==> src/rtl/lsu.sv <==
// Load/store unit: one outstanding access at a time, translating core byte/half/word
// requests into word-aligned bus transactions and formatting load data back.
module lsu (
  input  logic        clk,
  input  logic        rstn,
  input  logic        rmem,
  input  logic        wmem,
  input  logic [1:0]  mem_type,
  input  logic        mem_sign,
  input  logic [31:0] addr,
  input  logic [31:0] wdata,
  output logic [31:0] rdata,
  output logic        rdata_valid,
  output logic        st_done,
  output logic        busy,
  output logic        misalign,
  output logic        bus_req,
  output logic        bus_we,
  output logic [31:0] bus_addr,
  output logic [31:0] bus_wdata,
  output logic [3:0]  bus_be,
  input  logic        bus_gnt,
  input  logic        bus_rvalid,
  input  logic [31:0] bus_rdata
);

  typedef enum logic [1:0] {IDLE, REQ, WAIT} state_t;

  state_t      state_q, state_d;
  logic [31:0] addr_q, wdata_q, rdata_q;
  logic [1:0]  type_q;
  logic        sign_q, we_q;
  logic        rvalid_q, st_done_q, mis_q;
  logic        aligned, capture, ld_done, st_done_d, mis_d;

  function automatic logic [31:0] fmt_load(input logic [31:0] d, input logic [1:0] t,
                                           input logic zext, input logic [1:0] a);
    logic [7:0]  b;
    logic [15:0] h;
    b = d[{a, 3'b000} +: 8];
    h = d[{a[1], 4'b0000} +: 16];
    case (t)
      2'b00:   fmt_load = zext ? {24'b0, b} : {{24{b[7]}}, b};
      2'b01:   fmt_load = zext ? {16'b0, h} : {{16{h[15]}}, h};
      default: fmt_load = d;
    endcase
  endfunction

  function automatic logic [31:0] fmt_store(input logic [31:0] w, input logic [1:0] t);
    case (t)
      2'b00:   fmt_store = {4{w[7:0]}};
      2'b01:   fmt_store = {2{w[15:0]}};
      default: fmt_store = w;
    endcase
  endfunction

  function automatic logic [3:0] lane_be(input logic [1:0] t, input logic [1:0] a);
    case (t)
      2'b00:   lane_be = 4'b0001 << a;
      2'b01:   lane_be = a[1] ? 4'b1100 : 4'b0011;
      default: lane_be = 4'b1111;
    endcase
  endfunction

  always_comb begin
    case (mem_type)
      2'b00:   aligned = 1'b1;
      2'b01:   aligned = ~addr[0];
      2'b10:   aligned = (addr[1:0] == 2'b00);
      default: aligned = 1'b0;
    endcase
  end

  always_comb begin
    state_d   = state_q;
    capture   = 1'b0;
    ld_done   = 1'b0;
    st_done_d = 1'b0;
    mis_d     = 1'b0;
    case (state_q)
      IDLE: begin
        // Bus responses arriving here are stale and intentionally dropped.
        if (rmem | wmem) begin
          if (aligned) begin
            capture = 1'b1;
            state_d = REQ;
          end else begin
            mis_d = 1'b1;
          end
        end
      end
      REQ: begin
        if (bus_gnt) begin
          if (we_q) begin
            st_done_d = 1'b1;
            state_d   = IDLE;
          end else if (bus_rvalid) begin
            ld_done = 1'b1;
            state_d = IDLE;
          end else begin
            state_d = WAIT;
          end
        end
      end
      WAIT: begin
        if (bus_rvalid) begin
          ld_done = 1'b1;
          state_d = IDLE;
        end
      end
      default: state_d = IDLE;
    endcase
  end

  always_ff @(posedge clk or negedge rstn) begin
    if (!rstn) begin
      state_q   <= IDLE;
      addr_q    <= '0;
      wdata_q   <= '0;
      rdata_q   <= '0;
      type_q    <= '0;
      sign_q    <= 1'b0;
      we_q      <= 1'b0;
      rvalid_q  <= 1'b0;
      st_done_q <= 1'b0;
      mis_q     <= 1'b0;
    end else begin
      state_q   <= state_d;
      rvalid_q  <= ld_done;
      st_done_q <= st_done_d;
      mis_q     <= mis_d;
      if (capture) begin
        addr_q  <= addr;
        wdata_q <= fmt_store(wdata, mem_type);
        type_q  <= mem_type;
        sign_q  <= mem_sign;
        we_q    <= wmem;
      end
      if (ld_done) rdata_q <= fmt_load(bus_rdata, type_q, sign_q, addr_q[1:0]);
    end
  end

  assign bus_req     = (state_q == REQ);
  assign bus_we      = bus_req & we_q;
  assign bus_addr    = {addr_q[31:2], 2'b00};
  assign bus_wdata   = wdata_q;
  assign bus_be      = bus_req ? lane_be(type_q, addr_q[1:0]) : 4'b0000;
  assign rdata       = rdata_q;
  assign rdata_valid = rvalid_q;
  assign st_done     = st_done_q;
  assign misalign    = mis_q;
  assign busy        = (state_q != IDLE) | ((rmem | wmem) & aligned);

endmodule

==> config.mk <==
export PLATFORM = sky130hd
export DESIGN_NAME = lsu
export DESIGN_NICKNAME = d
export VERILOG_FILES = /design/src/rtl/lsu.sv
export SDC_FILE = /design/constraint.sdc
export NUM_CORES = 1
export LEC_CHECK = 0
export CAP_MARGIN = 15
export CORE_ASPECT_RATIO = 0.9
export CORE_MARGIN = 2
export CORE_UTILIZATION = 44
export CTS_CLUSTER_DIAMETER = 60
export DETAILED_ROUTE_END_ITERATION = 10
export PLACE_DENSITY_LB_ADDON = 0.25
export SKIP_CTS_REPAIR_TIMING = 1
export SLEW_MARGIN = 20
export SYNTH_ARGS = -nofsm -noshare
export SYNTH_HDL_FRONTEND = slang
export SYNTH_SLANG_ARGS = --single-unit
==> constraint.sdc <==
create_clock -name clk -period 2.3 [get_ports clk]
set_input_delay 0.345 -clock clk [delete_from_list [all_inputs] [get_ports clk]]
set_output_delay 0.345 -clock clk [all_outputs]
set_load 0.01 [all_outputs]
==> qor.yml, run 1 <==
cts_tree: "built"
finalSetupViolCount: 0
min_period_over_period: 0.953
detailed_place_hpwl_mm: 10.6
area_delta_synth_final_pct: 47.8
finalNetCount: 777
place_ws_ps: 62.5
fmax_mhz: 456
overflow: 0
cts_buffers: 9
synth-simple-area-share: 0.111
drc: 0
htree_levels: 3
grt_usage: 0.220
critPathRequiredTime_ps: 1960
place.gp.congestion: 0.879
antenna_left: 0
crit_type: "reg -> out"
ys_seq_area_frac: 0.505
firstDrtPassIters: 4
synth_seq_cells: 105
syn_area_per_cell_um2: 10.6
fin_area_mm2: 0.00769
ir_drop_mv: 0.721
totalPowerFinal_mw: 9.92
die_h_um: 107
ys_types: 37
synth_top_family_by_area: "multiplexers"
synthAdderAreaFrac: 0.00721
powerDensity_mw_per_mm2: 1290
worst_setup_path_end_kind: "output port"
num_antenna_cells: 0
num_rows: 37
worstMarginPinSlew_ps: 561
synth-compound-area-share: 0.127
syn-cell-area_mm2: 0.00521
maxCapViolCount: 0
cts_root_buffer: "clkbuf_16"
finalWirelength_mm: 13.9
synth_warnings: 0
cts_max_path_buffers: 2
fin_worst_skew_ps: 3.99
period_minus_slack_ps: 2190
io_buffer_count: 208
grt_pass1_vias: 4291
p_leak_nw: 3.35
vias: 4265
path_clk_slew_ps: 70
cts_sinks: 105
synthCells: 492
critical_path_arrival_ps: 1850
crit_fanout: 11
finalHoldViolCount: 0
synthMuxAreaShare: 0.169
io_pins: 211
nFillCells: 893
die_area_mm2: 0.0127
dieWidth_um: 119
wire_per_inst_um: 16.8
antenna_found_initial: 0
slew_headroom: 0.625
crit_path_start_kind: "flop"
synth-xor-area-share: 0
grt_max_degree: 58
slew_violations: 0
fin_ws_ps: 108
multi_input_area_mm2: 0.00219
status: "finished, final reports clean"
rsz0062_at_grt: "false"
grt_pass1_wl_mm: 22.2
dpl_cell_area_mm2: 0.00731
start_util: 0.453
hp-class: "in -> async"
first_iter_violations: 262
insertion_delay_ps: 340
drive_gt1_frac: 0.163
avgViaCountPerCell: 5.14
coreArea_mm2: 0.0115
regArea_mm2: 0.00263
final cells by class:
class                           count  share of cell area
Tap cell                          156              0.0254
Clock inverter                      4              0.0128
Multi-Input combinational cell    316               0.285
Clock buffer                       12              0.0333
Sequential cell                   105               0.342
Inverter                            7             0.00390
Timing Repair Buffer              230               0.298
path summary, 6_finish.rpt:
check                               from             to  slack, ps  cells past startpoint
min in group clk           bus_wdata[22]  bus_wdata[22]        480                      2
max in group asynchronous           rstn     addr_q[22]       1210                      3
min                                 rstn       rdata[6]        400                      2
max                            addr_q[1]      bus_be[0]        110                      4
max reg2reg                   state_q[1]      rdata[17]        360                      7
min reg2reg                bus_wdata[22]  bus_wdata[22]        480                      2
state kept, by name (all words and copies together), names as in the netlist:
| register | cells |
|---|---|
| type_q | 2 |
| addr_q | 32 |
| we_q | 1 |
| misalign | 1 |
| rdata_valid | 1 |
| st_done | 1 |
| state_q | 2 |
| bus_wdata | 32 |
| rdata | 32 |
| sign_q | 1 |
cells in the mapped netlist:
library cell | instances | share of area
a211o_1 | 5 | 0.0084
a21o_1 | 1 | 0.0014
a21oi_1 | 25 | 0.024
a21oi_2 | 1 | 0.0017
a31oi_1 | 2 | 0.0024
and2_1 | 1 | 0.0012
and3_1 | 1 | 0.0012
and3b_1 | 6 | 0.010
buf_1 | 6 | 0.0043
buf_2 | 14 | 0.013
buf_4 | 32 | 0.046
buf_6 | 1 | 0.0022
clkbuf_1 | 11 | 0.0079
clkbuf_2 | 1 | 0.00096
clkinv_1 | 1 | 0.00072
conb_1 | 1 | 0.00072
dfrtp_1 | 105 | 0.50
ha_1 | 3 | 0.0072
inv_1 | 6 | 0.0043
mux2_2 | 52 | 0.11
mux2i_1 | 27 | 0.052
mux4_2 | 1 | 0.0043
nand2_1 | 74 | 0.053
nand2b_1 | 1 | 0.0012
nor2_1 | 30 | 0.022
nor2_2 | 1 | 0.0012
nor2b_1 | 2 | 0.0024
nor3_1 | 2 | 0.0019
o211ai_1 | 7 | 0.010
o211ai_2 | 10 | 0.024
o21a_1 | 1 | 0.0014
o21ai_0 | 28 | 0.027
o221ai_1 | 1 | 0.0017
o22ai_1 | 3 | 0.0036
o31ai_1 | 15 | 0.022
or3_1 | 13 | 0.016
or4_1 | 1 | 0.0014
cells in the final DEF (no fill, tap or decap), types with 2 or more instances in the layout:
cell and instances:
or3_1 13, buf_12 3, nor2b_1 2, nor2_1 30, conb_1 2, a31oi_1 2
buf_4 19, o211ai_2 10, o31ai_1 15, clkdlybuf4s50_1 205, o21ai_0 28, o22ai_1 3
clkbuf_16 9, bufinv_16 3, nand2_1 74, inv_1 4, a211o_1 5, mux2i_1 27
dfrtp_2 3, mux2_2 52, o211ai_1 7, clkbuf_8 2, dfrtp_1 102, dlymetal6s2s_1 2
a21oi_1 25, and3b_1 6, ha_1 2
per-layer routing:
| layer | vias to the layer above | track usage | wire length (um) |
|---|---|---|---|
| li1 | 2040 | - | - |
| met3 | 14 | 0.0745 | 1160 |
| met2 | 161 | 0.361 | 6800 |
| met1 | 2050 | 0.278 | 5760 |
| met4 | 0 | 0.0629 | 194 |
| met5 | - | 0 | 0 |
kinds of logic after synthesis:
logic type | after synthesis
flops | 105
simple gates | 132
mux | 80
fa+ha+maj | 3
compound gates | 99
other cells | 1
buf+inv | 72
through the flow:
stage               hold slack [ps]  TNS (ps)  instances   util
floorplan                      49.4         0        493      -
global placement                224         0        813  0.636
detailed placement              228         0        813  0.636
CTS                            -148     -50.5        829  0.667
global route                    417         0        830  0.670
finish                          403         0        830  0.670
power breakdown:
part / switching [mW] / internal (mW)
clock network: 0.670 / 1.13
logic: 2.12 / 2.74
registers: 0.546 / 2.72
worst max-delay path: stages, from the launching register on:
cell and delay [ps]:
dfrtp_2 520, clkinvlp_4 260, a21oi_2 190, nor2_1 60, clkdlybuf4s50_1 470
(Power assumes the default switching activity.)
==> inputs of run 2 (changes only) <==
CAP_MARGIN = default   (was 15)
SKIP_LAST_GASP = 1   (was default)
SLEW_MARGIN = default   (was 20)
==> results of run 2 <==
The final DEF is identical to that of run 1; final timing and power are the same.
